**src/rtl/serial_pattern_generator.sv**
```systemverilog
// Serial bit-pattern transmitter: sends a latched PAT_W-bit pattern MSB-first,
// repeated repeat_cnt times with gap idle cycles between repetitions.
module serial_pattern_generator #(
  parameter int   PAT_W    = 4,
  parameter int   CNT_W    = 8,
  parameter int   GAP_W    = 4,
  parameter logic IDLE_BIT = 1'b1
) (
  input  logic             clk,
  input  logic             rst,
  input  logic             start,
  input  logic             abort,
  input  logic [PAT_W-1:0] pattern,
  input  logic [CNT_W-1:0] repeat_cnt,
  input  logic [GAP_W-1:0] gap,
  output logic             dout,
  output logic             dout_valid,
  output logic             frame_end,
  output logic             busy,
  output logic             done
);

  localparam int IDX_W = (PAT_W > 2) ? $clog2(PAT_W) : 1;
  localparam logic [IDX_W-1:0] IDX_TOP = IDX_W'(PAT_W - 1);

  localparam logic [1:0] S_IDLE = 2'd0;
  localparam logic [1:0] S_SEND = 2'd1;
  localparam logic [1:0] S_GAP  = 2'd2;

  logic [1:0]       state_q, state_d;
  logic [IDX_W-1:0] idx_q, idx_d;
  logic [CNT_W-1:0] reps_left_q, reps_left_d;
  logic [GAP_W-1:0] gap_cnt_q, gap_cnt_d;
  logic [GAP_W-1:0] gap_len_q, gap_len_d;
  logic [PAT_W-1:0] pat_q, pat_d;
  logic             dout_q, dout_d;
  logic             valid_q, valid_d;
  logic             frame_end_q, frame_end_d;
  logic             busy_q, busy_d;
  logic             done_q, done_d;

  // Outputs are derived from the next state so they register alongside it:
  // the cycle after a state is entered shows exactly that state's outputs.
  always_comb begin
    state_d     = state_q;
    idx_d       = idx_q;
    reps_left_d = reps_left_q;
    gap_cnt_d   = gap_cnt_q;
    gap_len_d   = gap_len_q;
    pat_d       = pat_q;
    done_d      = 1'b0;

    case (state_q)
      S_IDLE: begin
        if (start && (repeat_cnt != '0)) begin
          state_d     = S_SEND;
          idx_d       = IDX_TOP;
          reps_left_d = repeat_cnt;
          pat_d       = pattern;
          gap_len_d   = gap;
        end
      end
      S_SEND: begin
        if (abort) begin
          state_d = S_IDLE;
        end else if (idx_q == '0) begin
          if (reps_left_q == CNT_W'(1)) begin
            state_d = S_IDLE;
            done_d  = 1'b1;
          end else begin
            reps_left_d = reps_left_q - CNT_W'(1);
            idx_d       = IDX_TOP;
            if (gap_len_q != '0) begin
              state_d   = S_GAP;
              gap_cnt_d = gap_len_q;
            end
          end
        end else begin
          idx_d = idx_q - IDX_W'(1);
        end
      end
      S_GAP: begin
        if (abort) begin
          state_d = S_IDLE;
        end else if (gap_cnt_q == GAP_W'(1)) begin
          state_d = S_SEND;
        end else begin
          gap_cnt_d = gap_cnt_q - GAP_W'(1);
        end
      end
      default: state_d = S_IDLE;
    endcase

    valid_d     = (state_d == S_SEND);
    busy_d      = (state_d != S_IDLE);
    dout_d      = valid_d ? pat_d[idx_d] : IDLE_BIT;
    frame_end_d = valid_d && (idx_d == '0);
  end

  always_ff @(posedge clk) begin
    if (rst) begin
      state_q     <= S_IDLE;
      idx_q       <= '0;
      reps_left_q <= '0;
      gap_cnt_q   <= '0;
      gap_len_q   <= '0;
      pat_q       <= '0;
      dout_q      <= IDLE_BIT;
      valid_q     <= 1'b0;
      frame_end_q <= 1'b0;
      busy_q      <= 1'b0;
      done_q      <= 1'b0;
    end else begin
      state_q     <= state_d;
      idx_q       <= idx_d;
      reps_left_q <= reps_left_d;
      gap_cnt_q   <= gap_cnt_d;
      gap_len_q   <= gap_len_d;
      pat_q       <= pat_d;
      dout_q      <= dout_d;
      valid_q     <= valid_d;
      frame_end_q <= frame_end_d;
      busy_q      <= busy_d;
      done_q      <= done_d;
    end
  end

  assign dout       = dout_q;
  assign dout_valid = valid_q;
  assign frame_end  = frame_end_q;
  assign busy       = busy_q;
  assign done       = done_q;

endmodule

```
**config.mk**
```make
export PLATFORM = sky130hd
export DESIGN_NAME = serial_pattern_generator
export DESIGN_NICKNAME = d
export VERILOG_FILES = /design/src/rtl/serial_pattern_generator.sv
export SDC_FILE = /design/constraint.sdc
export NUM_CORES = 1
export LEC_CHECK = 0
export ABC_CLOCK_PERIOD_IN_PS = 1900
export CORE_ASPECT_RATIO = 0.75
export CORE_MARGIN = 1.5
export CORE_UTILIZATION = 40
export DETAILED_ROUTE_END_ITERATION = 10
export GPL_ROUTABILITY_DRIVEN = 0
export GPL_TIMING_DRIVEN = 0
export MAX_ROUTING_LAYER = met4
export PLACE_DENSITY_LB_ADDON = 0.05
export SLEW_MARGIN = 25
export SYNTH_ARGS = -nofsm -noshare
export SYNTH_HDL_FRONTEND = slang
export SYNTH_SLANG_ARGS = --single-unit
```
**constraint.sdc**
```tcl
create_clock -name clk -period 1.9 [get_ports clk]
set_input_delay 0.285 -clock clk [delete_from_list [all_inputs] [get_ports clk]]
set_output_delay 0.285 -clock clk [all_outputs]
set_load 0.005 [all_outputs]
```
==> metrics <==
FF-to-FF Start=state_q[1]$_SDFF_PP0_; crit path from=state_q[1]$_SDFF_PP0_; All-Layer GR Usage=0.203; worst path buffer plus inverter count=0; number of input and output port buffers inserted=24; worst hold path class=primary input to register; Final TNS setup=-29.1 ps; layout cells sized above 1=0.189; CP Data Required Time=2040 ps; Final setup viols=2; PnR worst setup slack=-15.0 ps; clock latency on the worst-skew pair=roughly 280 ps; Cell Chain, Critical Path=or4b_4 > a211o_4 > o32a_4 > o21ai_0 > a21oi_2; Hold Slack=approximately 470 ps; fin util=0.615; post-DR wirelength/cell=about 15 µm; Arr. time, crit path=around 2000 ps; # diodes=0; vias=~1500; CP startpoint kind=register; Fmax achieved=0.522 GHz; clk root buf=clkbuf_8; crit path kind=register to register; H-tree depth=2; largest vdd supply drop=between 0.0005 and 0.0006 V; DRC=0; antenna violations before repair=0; commonest non-fill, non-tap cells in the layout=dfxtp_1, nor2_1, clkdlybuf4s50_1, nand2_1, a21oi_1; Synth Area in Adders=0.0337; Crit path max-delay family=compound AO/OA/AOI/OAI gates; RSZ-0062 raised after global routing=yes; leak pwr=between 0.0008 and 0.0009 µW; HPWL Detailed=between 2 and 3 mm; total CTS buffers=5; synth top area cells=dfxtp_1, a21oi_1, nor2_1, mux2i_1, o21ai_0; Hold Fails Final Rpt=0; Post-Place Cell Area=around 1800 µm²; die area=roughly 4000 µm²; cells after synthesis=184; total global routing overflow=0; clk_skew=around 4.5 ps; fin crit share=1.01; row cnt=18; Core Region=3420 µm²; crit-path max cell delay=roughly 570 ps; initial core utilization=0.434; cell taking the most area after synthesis=dfxtp_1; Worst-Margin Slew=between 600 and 700 ps; main combinational cell family by area after synthesis=simple AND/OR/NAND/NOR gates; max_cap viols=0; Vias/cell=5.36; vias in the first global route=between 1000 and 1500; post-synth cell types=40; CTS tree=done; pin count of the biggest net entering global routing=11; Synth Area in Compound Gates=0.214; Ys Warns=0; commonest non-fill, non-tap cell in the layout=dfxtp_1; first-pass GRT wire length=approximately 6.2 mm; Final nets=250; relative slew slack=0.571; Slowest cell on crit path=or4b_4; Post-Route WL=4.06 mm; crit-path max FO=5; status=complete, but fails checks; Synth Area in Simple Gates=0.258; # clock sinks=29; mux cell area share after synthesis=0.0539; Iter 0 DRT Violations=about 140; Cell Area, Synth=1490 µm²; Worst Hold Launch=repeat_cnt[6]; total power draw=approximately 1600 µW; XOR/XNOR Fraction of Synth Area=0; width of the die=roughly 73 µm; Max Slew Vio Count=0; CTS Hold Bufs=0; Mapped Nets=208; DRT Pass-1 Iters=4; clock transition at the registers of the reported paths=~60 ps; Area Overhead vs Synth=41.7%; die height=55.8 µm; violations in the final reports=negative setup slack; Final ANT Viol Nets=0; flip-flop and latch count after synthesis=29; Seq/Total Area, Yosys=0.391; Avg Inst Size Synth=roughly 8 µm²; kind of end point of the critical path=register; Tmin final=between 1500 and 2000 ps; # IOs=25; pwr dens=about 760 nW/µm²; maximum root-to-sink buffer count=2; Yosys top cell area share=0.391; Final Cell Area=roughly 2100 µm²
[synth_stat cells (all sizes together)]
| cell | n |
|---|---|
| dfxtp | 29 |
| nor2 | 22 |
| a21oi | 18 |
| nand2 | 17 |
| o21ai | 14 |
| inv | 11 |
| mux2i | 8 |
| clkbuf | 5 |
| nor3 | 5 |
| nor3b | 5 |
| nor4 | 5 |
| ha | 4 |
| buf | 3 |
| nand3 | 3 |
| or2 | 3 |
| a211o | 2 |
| a211oi | 2 |
| a2bb2oi | 2 |
| a31oi | 2 |
| and3 | 2 |
| nand3b | 2 |
| o31ai | 2 |
| o41ai | 2 |
| or3b | 2 |
| a2111oi | 1 |
| a22oi | 1 |
| a311o | 1 |
| and2 | 1 |
| and2b | 1 |
| nand2b | 1 |
| nor2b | 1 |
| o211ai | 1 |
| o22ai | 1 |
| o32a | 1 |
| or2b | 1 |
| or3 | 1 |
| or4 | 1 |
| or4b | 1 |
[cells by family (layout without fill, tap and decap cells)]
| family | Yosys count | count (layout) |
|---|---|---|
| flip-flops | 29 | 29 |
| adder cells (fa/ha/maj) | 4 | 4 |
| AO/OA/AOI/OAI | 50 | 51 |
| multiplexers | 8 | 8 |
| buffers and inverters | 19 | 61 |
| AND/OR/NAND/NOR | 74 | 74 |
[registers in the layout, indices dropped and copies added, names as in the netlist]
| signal | count |
|---|---|
| busy | 1 |
| done | 1 |
| frame_end | 1 |
| reps_left_q | 8 |
| gap_cnt_q | 4 |
| state_q | 2 |
| gap_len_q | 4 |
| pat_q | 4 |
| idx_q | 2 |
| dout_valid | 1 |
| dout | 1 |
[final timing paths]
check,cells after the start,slack [ps],end
worst max-delay path,5,-20,gap_cnt_q[0]$_SDFFE_PP0P_
worst min-delay path,5,470,reps_left_q[6]$_SDFFE_PP0P_
worst max register to register,5,-20,gap_cnt_q[0]$_SDFFE_PP0P_
worst min register to register,2,500,reps_left_q[1]$_SDFFE_PP0P_
[worst register-to-register path, cell delays in order, from the launching register on]
cell and delay, ps:
dfxtp_4 350, or4b_4 570, a211o_4 320, o32a_4 250
o21ai_0 220, a21oi_2 80
[repair_timing]
item | in CTS | in global routing
setup endpoints to repair | 28 | 24
endpoints found under the hold margin | 0 | 0
gates resized for setup | 14 | 19
gates cloned | 1 | 0
pin swaps | 2 | 11
setup buffers | 3 | 8
[cell type report]
type	count	area (µm²)
Buffer	7	35.0
Clock buffer	6	72.6
Clock inverter	2	10.0
Fill cell	305	1320
Inverter	11	41.3
Multi-Input combinational cell	137	971
Sequential cell	29	588
Tap cell	50	62.6
Timing Repair Buffer	35	325
[report_power, final]
part | internal (µW) | switching (µW)
Sequential | 654 | 49.2
Clock | 253 | 222
Combinational | 207 | 216
Total | 1110 | 488
[metrics by stage]
step | setup WS (ps) | instances
4_1_cts | -121 | 269
5_1_grt | -90.7 | 277
3_3_place_gp | -787 | 258
2_1_floorplan | -7.30 | 184
3_5_place_dp | -834 | 258
6_report | -15.0 | 277
[routing by layer]
layer  part of all wire  GRT usage  routed length (µm)  vias up
li1                   -          -                   -      744
met1               0.49      0.296                2000      687
met2               0.43      0.273                1750       49
met3              0.069     0.0562                 281        6
met4             0.0076     0.0556                  31        0
met5                  0          -                   0        -
Note: power is estimated with default switching activity, not from simulation.
